`src/rtl/spi_arb_pkg.sv`:
```
// Shared types and default sizes for the SPI transfer arbiter.
package spi_arb_pkg;

    typedef enum logic [2:0] {
        ST_IDLE  = 3'd0,
        ST_ISSUE = 3'd1,
        ST_WAIT  = 3'd2,
        ST_DONE  = 3'd3,
        ST_ABORT = 3'd4
    } arb_state_e;

    localparam int DEF_NUM_REQ = 4;
    localparam int DEF_CMD_W   = 32;
    localparam int DEF_TO_W    = 16;

endpackage

```
`src/rtl/spi_xfer_arb_rr.sv`:
```
// Combinational round-robin picker: first active request at or after ptr_i, wrapping.
module spi_rr_arb
    import spi_arb_pkg::*;
#(
    parameter int NUM_REQ = DEF_NUM_REQ,
    parameter int IDX_W   = $clog2(DEF_NUM_REQ)
) (
    input  logic [NUM_REQ-1:0] req_i,
    input  logic [IDX_W-1:0]   ptr_i,
    output logic [NUM_REQ-1:0] gnt_o,
    output logic [IDX_W-1:0]   idx_o,
    output logic               vld_o
);

    logic [IDX_W:0]   sum;
    logic [IDX_W-1:0] cand;

    always_comb begin
        gnt_o = '0;
        idx_o = '0;
        vld_o = 1'b0;
        sum   = '0;
        cand  = '0;
        for (int i = 0; i < NUM_REQ; i++) begin
            // ptr_i < NUM_REQ and i < NUM_REQ, so one subtraction suffices for the wrap
            sum = {1'b0, ptr_i} + (IDX_W+1)'(i);
            if (sum >= (IDX_W+1)'(NUM_REQ)) begin
                sum = sum - (IDX_W+1)'(NUM_REQ);
            end
            cand = sum[IDX_W-1:0];
            if (!vld_o && req_i[cand]) begin
                gnt_o[cand] = 1'b1;
                idx_o       = cand;
                vld_o       = 1'b1;
            end
        end
    end

endmodule

```
`src/rtl/spi_xfer_arb.sv`:
```
// Round-robin arbiter sharing one SPI transfer engine among NUM_REQ requesters.
// Optional WAIT-state timeout with abort is enabled by defining SPI_ARB_TIMEOUT_EN.
module spi_xfer_arb
    import spi_arb_pkg::*;
#(
    parameter int NUM_REQ = DEF_NUM_REQ,
    parameter int CMD_W   = DEF_CMD_W,
    parameter int TO_W    = DEF_TO_W
) (
    input  logic                       clk_i,
    input  logic                       rst_i,
    input  logic [NUM_REQ-1:0]         req_i,
    input  logic [NUM_REQ*CMD_W-1:0]   cmd_i,
    output logic [NUM_REQ-1:0]         gnt_o,
    output logic [NUM_REQ-1:0]         done_o,
    output logic [NUM_REQ-1:0]         err_o,
    output logic                       xfer_valid_o,
    input  logic                       xfer_ready_i,
    output logic [CMD_W-1:0]           xfer_cmd_o,
    input  logic                       xfer_done_i,
    output logic                       abort_o,
    output logic [$clog2(NUM_REQ)-1:0] cs_idx_o,
    output logic                       busy_o,
    input  logic [TO_W-1:0]            timeout_cyc_i
);

    localparam int IDX_W = $clog2(NUM_REQ);

    arb_state_e         state_q;
    logic [IDX_W-1:0]   rr_ptr_q;
    logic [IDX_W-1:0]   owner_q;
    logic [CMD_W-1:0]   cmd_q;
    logic [IDX_W-1:0]   ptr_d;
    logic [CMD_W-1:0]   cmd_d;
    logic [NUM_REQ-1:0] owner_oh;
    logic [NUM_REQ-1:0] arb_gnt;
    logic [IDX_W-1:0]   arb_idx;
    logic               arb_vld;

    spi_rr_arb #(
        .NUM_REQ (NUM_REQ),
        .IDX_W   (IDX_W)
    ) u_rr (
        .req_i (req_i),
        .ptr_i (rr_ptr_q),
        .gnt_o (arb_gnt),
        .idx_o (arb_idx),
        .vld_o (arb_vld)
    );

    always_comb begin
        cmd_d = '0;
        for (int k = 0; k < NUM_REQ; k++) begin
            if (arb_gnt[k]) begin
                cmd_d = cmd_i[k*CMD_W +: CMD_W];
            end
        end
    end

    assign ptr_d    = (owner_q == IDX_W'(NUM_REQ-1)) ? '0 : owner_q + IDX_W'(1);
    assign owner_oh = NUM_REQ'(1) << owner_q;

`ifdef SPI_ARB_TIMEOUT_EN
    logic [TO_W-1:0] to_cnt_q;
    logic            to_hit;

    // Fires in the last allowed WAIT cycle so ABORT starts exactly timeout_cyc_i cycles after entry
    assign to_hit = (timeout_cyc_i != '0) && ((to_cnt_q + TO_W'(1)) == timeout_cyc_i);
`endif

    always_ff @(posedge clk_i or posedge rst_i) begin
        if (rst_i) begin
            state_q  <= ST_IDLE;
            rr_ptr_q <= '0;
            owner_q  <= '0;
            cmd_q    <= '0;
`ifdef SPI_ARB_TIMEOUT_EN
            to_cnt_q <= '0;
`endif
        end else begin
            case (state_q)
                ST_IDLE: begin
                    if (arb_vld) begin
                        owner_q <= arb_idx;
                        cmd_q   <= cmd_d;
                        state_q <= ST_ISSUE;
                    end
                end
                ST_ISSUE: begin
                    if (xfer_ready_i) begin
                        state_q <= ST_WAIT;
`ifdef SPI_ARB_TIMEOUT_EN
                        to_cnt_q <= '0;
`endif
                    end
                end
                ST_WAIT: begin
                    if (xfer_done_i) begin
                        state_q <= ST_DONE;
                    end
`ifdef SPI_ARB_TIMEOUT_EN
                    else if (to_hit) begin
                        state_q <= ST_ABORT;
                    end else begin
                        to_cnt_q <= to_cnt_q + TO_W'(1);
                    end
`endif
                end
                ST_DONE, ST_ABORT: begin
                    rr_ptr_q <= ptr_d;
                    state_q  <= ST_IDLE;
                end
                default: state_q <= ST_IDLE;
            endcase
        end
    end

    // Grant is a Mealy pulse in the IDLE cycle that picks the winner
    assign gnt_o        = (state_q == ST_IDLE && !rst_i) ? arb_gnt : '0;
    assign done_o       = (state_q == ST_DONE || state_q == ST_ABORT) ? owner_oh : '0;
    assign xfer_valid_o = (state_q == ST_ISSUE);
    assign xfer_cmd_o   = cmd_q;
    assign cs_idx_o     = owner_q;
    assign busy_o       = (state_q != ST_IDLE);

`ifdef SPI_ARB_TIMEOUT_EN
    assign abort_o = (state_q == ST_ABORT);
    assign err_o   = abort_o ? owner_oh : '0;
`else
    logic unused_timeout;
    assign unused_timeout = ^timeout_cyc_i;
    assign abort_o        = 1'b0;
    assign err_o          = '0;
`endif

endmodule

```
`config.mk`:
```
export PLATFORM = sky130hd
export DESIGN_NAME = spi_xfer_arb
export DESIGN_NICKNAME = d
export VERILOG_FILES = /design/src/rtl/spi_arb_pkg.sv /design/src/rtl/spi_xfer_arb_rr.sv /design/src/rtl/spi_xfer_arb.sv
export SDC_FILE = /design/constraint.sdc
export NUM_CORES = 1
export LEC_CHECK = 0
export ABC_AREA = 0
export CAP_MARGIN = 10
export CELL_PAD_IN_SITES_DETAIL_PLACEMENT = 0
export CELL_PAD_IN_SITES_GLOBAL_PLACEMENT = 1
export CORE_ASPECT_RATIO = 0.9
export CORE_MARGIN = 5
export CORE_UTILIZATION = 26
export CTS_CLUSTER_SIZE = 8
export DETAILED_ROUTE_END_ITERATION = 12
export GPL_TIMING_DRIVEN = 0
export PLACE_DENSITY = 0.85
export SLEW_MARGIN = 0
export SYNTH_ARGS = -nofsm -noshare
export SYNTH_HDL_FRONTEND = slang
export SYNTH_HIERARCHICAL = 1
export SYNTH_SLANG_ARGS = --single-unit
```
`constraint.sdc`:
```
create_clock -name clk_i -period 4.2 [get_ports clk_i]
set_clock_uncertainty 0.2 [all_clocks]
set_input_delay 0.84 -clock clk_i [delete_from_list [all_inputs] [get_ports clk_i]]
set_output_delay 0.84 -clock clk_i [all_outputs]
set_load 0.03 [all_outputs]
```
==> impl_metrics.sql <==
INSERT INTO impl_metrics (metric_group, metric, value, unit) VALUES
('global_routing', 'track_usage', '0.165', ''),
('worst_setup_path', 'cpLargestDelayFamily', 'buffers and inverters', ''),
('cells_and_area', 'antenna_diode_count', '0', ''),
('detailed_routing', 'drt-initial-drc-count', '113', ''),
('worst_setup_path', 'crit_fanout', '10', ''),
('floorplanning', 'dieHeight', '113', 'µm'),
('detailed_routing', 'via_count', '3299', ''),
('cells_and_area', 'mostFrequentLayoutCell', 'sky130_fd_sc_hd__clkdlybuf4s50_1', ''),
('detailed_routing', 'average_routed_wire_per_standard_cell', '18.0', 'µm'),
('place', 'number_of_cells_after_detailed_placement', '654', ''),
('synth', 'ys_warn_count', '6', ''),
('outcome', 'run_status', 'finished, final reports clean', ''),
('worst_setup_path', 'timing.critical_path.buf_inv', '4', ''),
('detailed_routing', 'drt-total-wl', '12000', 'µm'),
('synth', 'synth_flop_cell', 'sky130_fd_sc_hd__dfrtp_1', ''),
('timing', 'max_freq', '244', 'MHz'),
('detailed_routing', 'postRouteAntennaNets', '0', ''),
('clock_network', 'cts_sinks', '38', ''),
('timing', 'worst_pin_slew', '0.534', 'ns'),
('floorplanning', 'fp-row-count', '37', ''),
('global_routing', 'antenna_found_initial', '0', ''),
('global_routing', 'largest_net_degree_at_the_start_of_global_routing', '40', ''),
('worst_setup_path', 'worstPathRequired', '3.16', 'ns'),
('timing', 'period_needed', '4.09', 'ns'),
('timing', 'setup_viol', '0', ''),
('power_and_ir_drop', 'static-leakage-power', '2.13', 'nW'),
('cells_and_area', 'commonest_cells_after_routing_fill_and_taps_aside', '173 x sky130_fd_sc_hd__clkdlybuf4s50_1, 38 x sky130_fd_sc_hd__dfrtp_1, 37 x sky130_fd_sc_hd__a22oi_1', ''),
('synth', 'syn_inst', '314', ''),
('clock_network', 'clock-root-buffer', 'sky130_fd_sc_hd__clkbuf_16', ''),
('job', 'drv.max_cap_violation_count', '0', ''),
('timing', 'timing_max_transition_violations_final', '0', ''),
('timing', 'fin_crit_sh', '0.974', ''),
('worst_setup_path', 'kind_of_end_point_of_the_critical_path', 'primary output', ''),
('floorplanning', 'placeable_core_area', '11500', 'µm²'),
('global_routing', 'globalRouteOverflowTotal', '0', ''),
('synth', 'synth_enable_flop_cells', '0', ''),
('place', 'place_congestion', '0.820', ''),
('cells_and_area', 'syn_to_final_growth', '72.2', '%'),
('floorplanning', 'die_w', '125', 'µm'),
('clock_network', 'quantity_of_hold_fixing_buffers_added_after_cts', '0', ''),
('timing', 'slew-limit-headroom', '0.644', ''),
('hold_path', 'min_path_type', 'register to register', ''),
('clock_network', 'max-clock-path-buffers', '2', ''),
('worst_setup_path', 'criticalPathCategory', 'primary input to primary output', ''),
('detailed_routing', 'per_cell_via_count_in_the_routed_design', '4.95', ''),
('timing', 'finalHoldViolCount', '0', ''),
('clock_network', 'clk_pin_slew', '0.06', 'ns'),
('place', 'io_buffer_count', '179', ''),
('detailed_routing', 'dr.pass1.iters', '4', ''),
('worst_setup_path', 'timing.critical_path.slowest_stage_cell', 'sky130_fd_sc_hd__mux4_2', ''),
('power_and_ir_drop', 'power.total', '4.52', 'mW'),
('cells_and_area', 'post_route_cells_drive_above_1_share', '0.176', ''),
('synth', 'async_reset_ff_frac', '1.00', ''),
('synth', 'ys_seq_elements', '38', ''),
('cells_and_area', 'fillCellCount', '1099', ''),
('worst_setup_path', 'worst_setup_sp_type', 'primary input', ''),
('worst_setup_path', 'critical_path_s_largest_stage_delay', '0.48', 'ns'),
('floorplanning', 'floorplan.io_pins', '201', ''),
('floorplanning', 'start_util', '0.268', ''),
('timing', 'finalHoldWorstSlack', '0.375', 'ns'),
('clock_network', 'tritoncts_buffer_count', '5', ''),
('clock_network', 'cts_tree', 'done', ''),
('cells_and_area', 'final_core_utilization', '0.461', ''),
('place', 'detailed_place_hpwl', '9320', 'µm'),
('global_routing', 'grt_first_pass_wirelength', '19000', 'µm'),
('detailed_routing', 'drcViolationCount', '0', ''),
('clock_network', 'clk_latency', '0.28', 'ns'),
('timing', 'grt_setup_unrepaired', 'no', ''),
('power_and_ir_drop', 'p_per_area', '850', 'nW/µm²'),
('cells_and_area', 'number_of_nets_in_the_layout', '674', ''),
('worst_setup_path', 'critical_path.cell_chain', 'clkdlybuf4s50_1, mux4_2, buf_6, nor4b_4, a22oi_2, o21ai_4, clkbuf_8, and3_1, clkbuf_4', ''),
('global_routing', 'grt_pass1_vias', '3611', ''),
('clock_network', 'htree_levels', '2', ''),
('power_and_ir_drop', 'ir_worst_vdd', '0.253', 'mV'),
('synth', 'yosysSeqAreaShare', '0.308', ''),
('synth', 'synth.cell_area', '3090', 'µm²'),
('cells_and_area', 'layout.cells.non_filler', '666', ''),
('synth', 'ys_types', '38', ''),
('floorplanning', 'fp.dieArea', '14200', 'µm²'),
('synth', 'synth.avg_cell_area', '9.83', 'µm²'),
('worst_setup_path', 'arrival', '3.05', 'ns');
-- cells in the mapped netlist, types with 3 or more instances --
library cell / number / area share
sky130_fd_sc_hd__o21ai_0: 8 / 0.013
sky130_fd_sc_hd__and3_1: 4 / 0.0081
sky130_fd_sc_hd__nand3b_1: 3 / 0.0073
sky130_fd_sc_hd__nor2b_1: 33 / 0.067
sky130_fd_sc_hd__inv_1: 12 / 0.015
sky130_fd_sc_hd__clkbuf_1: 9 / 0.011
sky130_fd_sc_hd__ha_1: 13 / 0.053
sky130_fd_sc_hd__and2_1: 4 / 0.0081
sky130_fd_sc_hd__buf_6: 9 / 0.033
sky130_fd_sc_hd__buf_4: 10 / 0.024
sky130_fd_sc_hd__a22oi_1: 38 / 0.092
sky130_fd_sc_hd__nand2_1: 3 / 0.0036
sky130_fd_sc_hd__a21oi_1: 32 / 0.052
sky130_fd_sc_hd__a221oi_2: 30 / 0.15
sky130_fd_sc_hd__buf_2: 4 / 0.0065
sky130_fd_sc_hd__nor2_1: 34 / 0.041
sky130_fd_sc_hd__mux2_2: 4 / 0.015
sky130_fd_sc_hd__dfrtp_1: 38 / 0.31
-- report_power, final --
part | internal [mW] | total [mW] | leakage (nW) | switching, mW
combinational | 1.50 | 3.42 | 1.62 | 1.91
sequential | 0.573 | 0.707 | 0.441 | 0.133
clock | 0.235 | 0.391 | 0.0729 | 0.156
total | 2.31 | 4.52 | 2.13 | 2.20
-- kinds of logic (layout without fill, tap and decap cells) --
kind of cell | after synthesis | count (layout) | synth area share
DFF | 38 | 38 | 0.308
adders and majority gates | 13 | 13 | 0.0527
other | 1 | 5 | 0.00121
muxes | 10 | 10 | 0.0527
and+or+nand+nor | 91 | 91 | 0.168
buffers and inverters | 44 | 236 | 0.0891
AOI/OAI and AO/OA | 117 | 117 | 0.328
-- timing repair --
item / CTS / global route
pin swaps: 1 / 1
resized for setup: 29 / 10
buffers inserted: 5 / 0
endpoints found under the setup margin: 4 / 18
cloned: 0 / 0
-- layout make-up --
class                   instances  area [µm²]  area share
well taps                     156         195      0.0367
clock inverters                 2        12.5     0.00235
inverters                      12        45.0     0.00847
plain buffers                  31         238      0.0447
repair buffers                185        1840       0.346
flip-flops and latches         38         951       0.179
multi-input cells             236        1900       0.357
clock buffers                   6         139      0.0261
-- final timing paths --
| path | startpoint | end | slack, ns | cells past startpoint |
|---|---|---|---|---|
| setup reg to reg | rr_ptr_q[1] | xfer_cmd_o[11] | 0.41 | 12 |
| hold / removal | state_q[0] | state_q[0] | 0.37 | 1 |
| hold reg to reg | state_q[0] | state_q[0] | 0.37 | 1 |
| setup / recovery | req_i[1] | gnt_o[3] | 0.11 | 9 |
| min in group asynchronous | rst_i | xfer_cmd_o[5] | 0.56 | 2 |
| max in group asynchronous | rst_i | cs_idx_o[1] | 2.81 | 3 |
-- state kept, by name (all words and copies together) (netlist names) --
signal      flops
xfer_cmd_o     32
rr_ptr_q        2
state_q         2
cs_idx_o        2
-- worst reg2reg max path, delay by kind of cell, from the launching register on --
kind,cells,cell delay (ns)
simple gates,1,0.38
mux,1,0.32
buf+inv,5,1.14
flops,1,0.52
fa+ha+maj,1,0.38
compound gates,4,0.75
-- metal layers --
layer,vias to the layer above,wire length (µm),global-route usage
met2,121,6080,0.291
met3,10,783,0.0431
met1,1602,4980,0.201
met4,0,173,0.0455
li1,1566,-,-
met5,-,0,0
-- stage by stage --
| step | setup slack (ns) | TNS [ns] | instance area (µm²) |
|---|---|---|---|
| finish | 0.110 | 0 | 5320 |
| global route | 0.00111 | 0 | 5320 |
| CTS | 0.0459 | 0 | 5320 |
| detailed placement | -1.35 | -10.46 | 5110 |
| global placement | -1.29 | -8.03 | 5090 |
| floorplan | 0.410 | 0 | 3100 |
(Power assumes the default switching activity.)
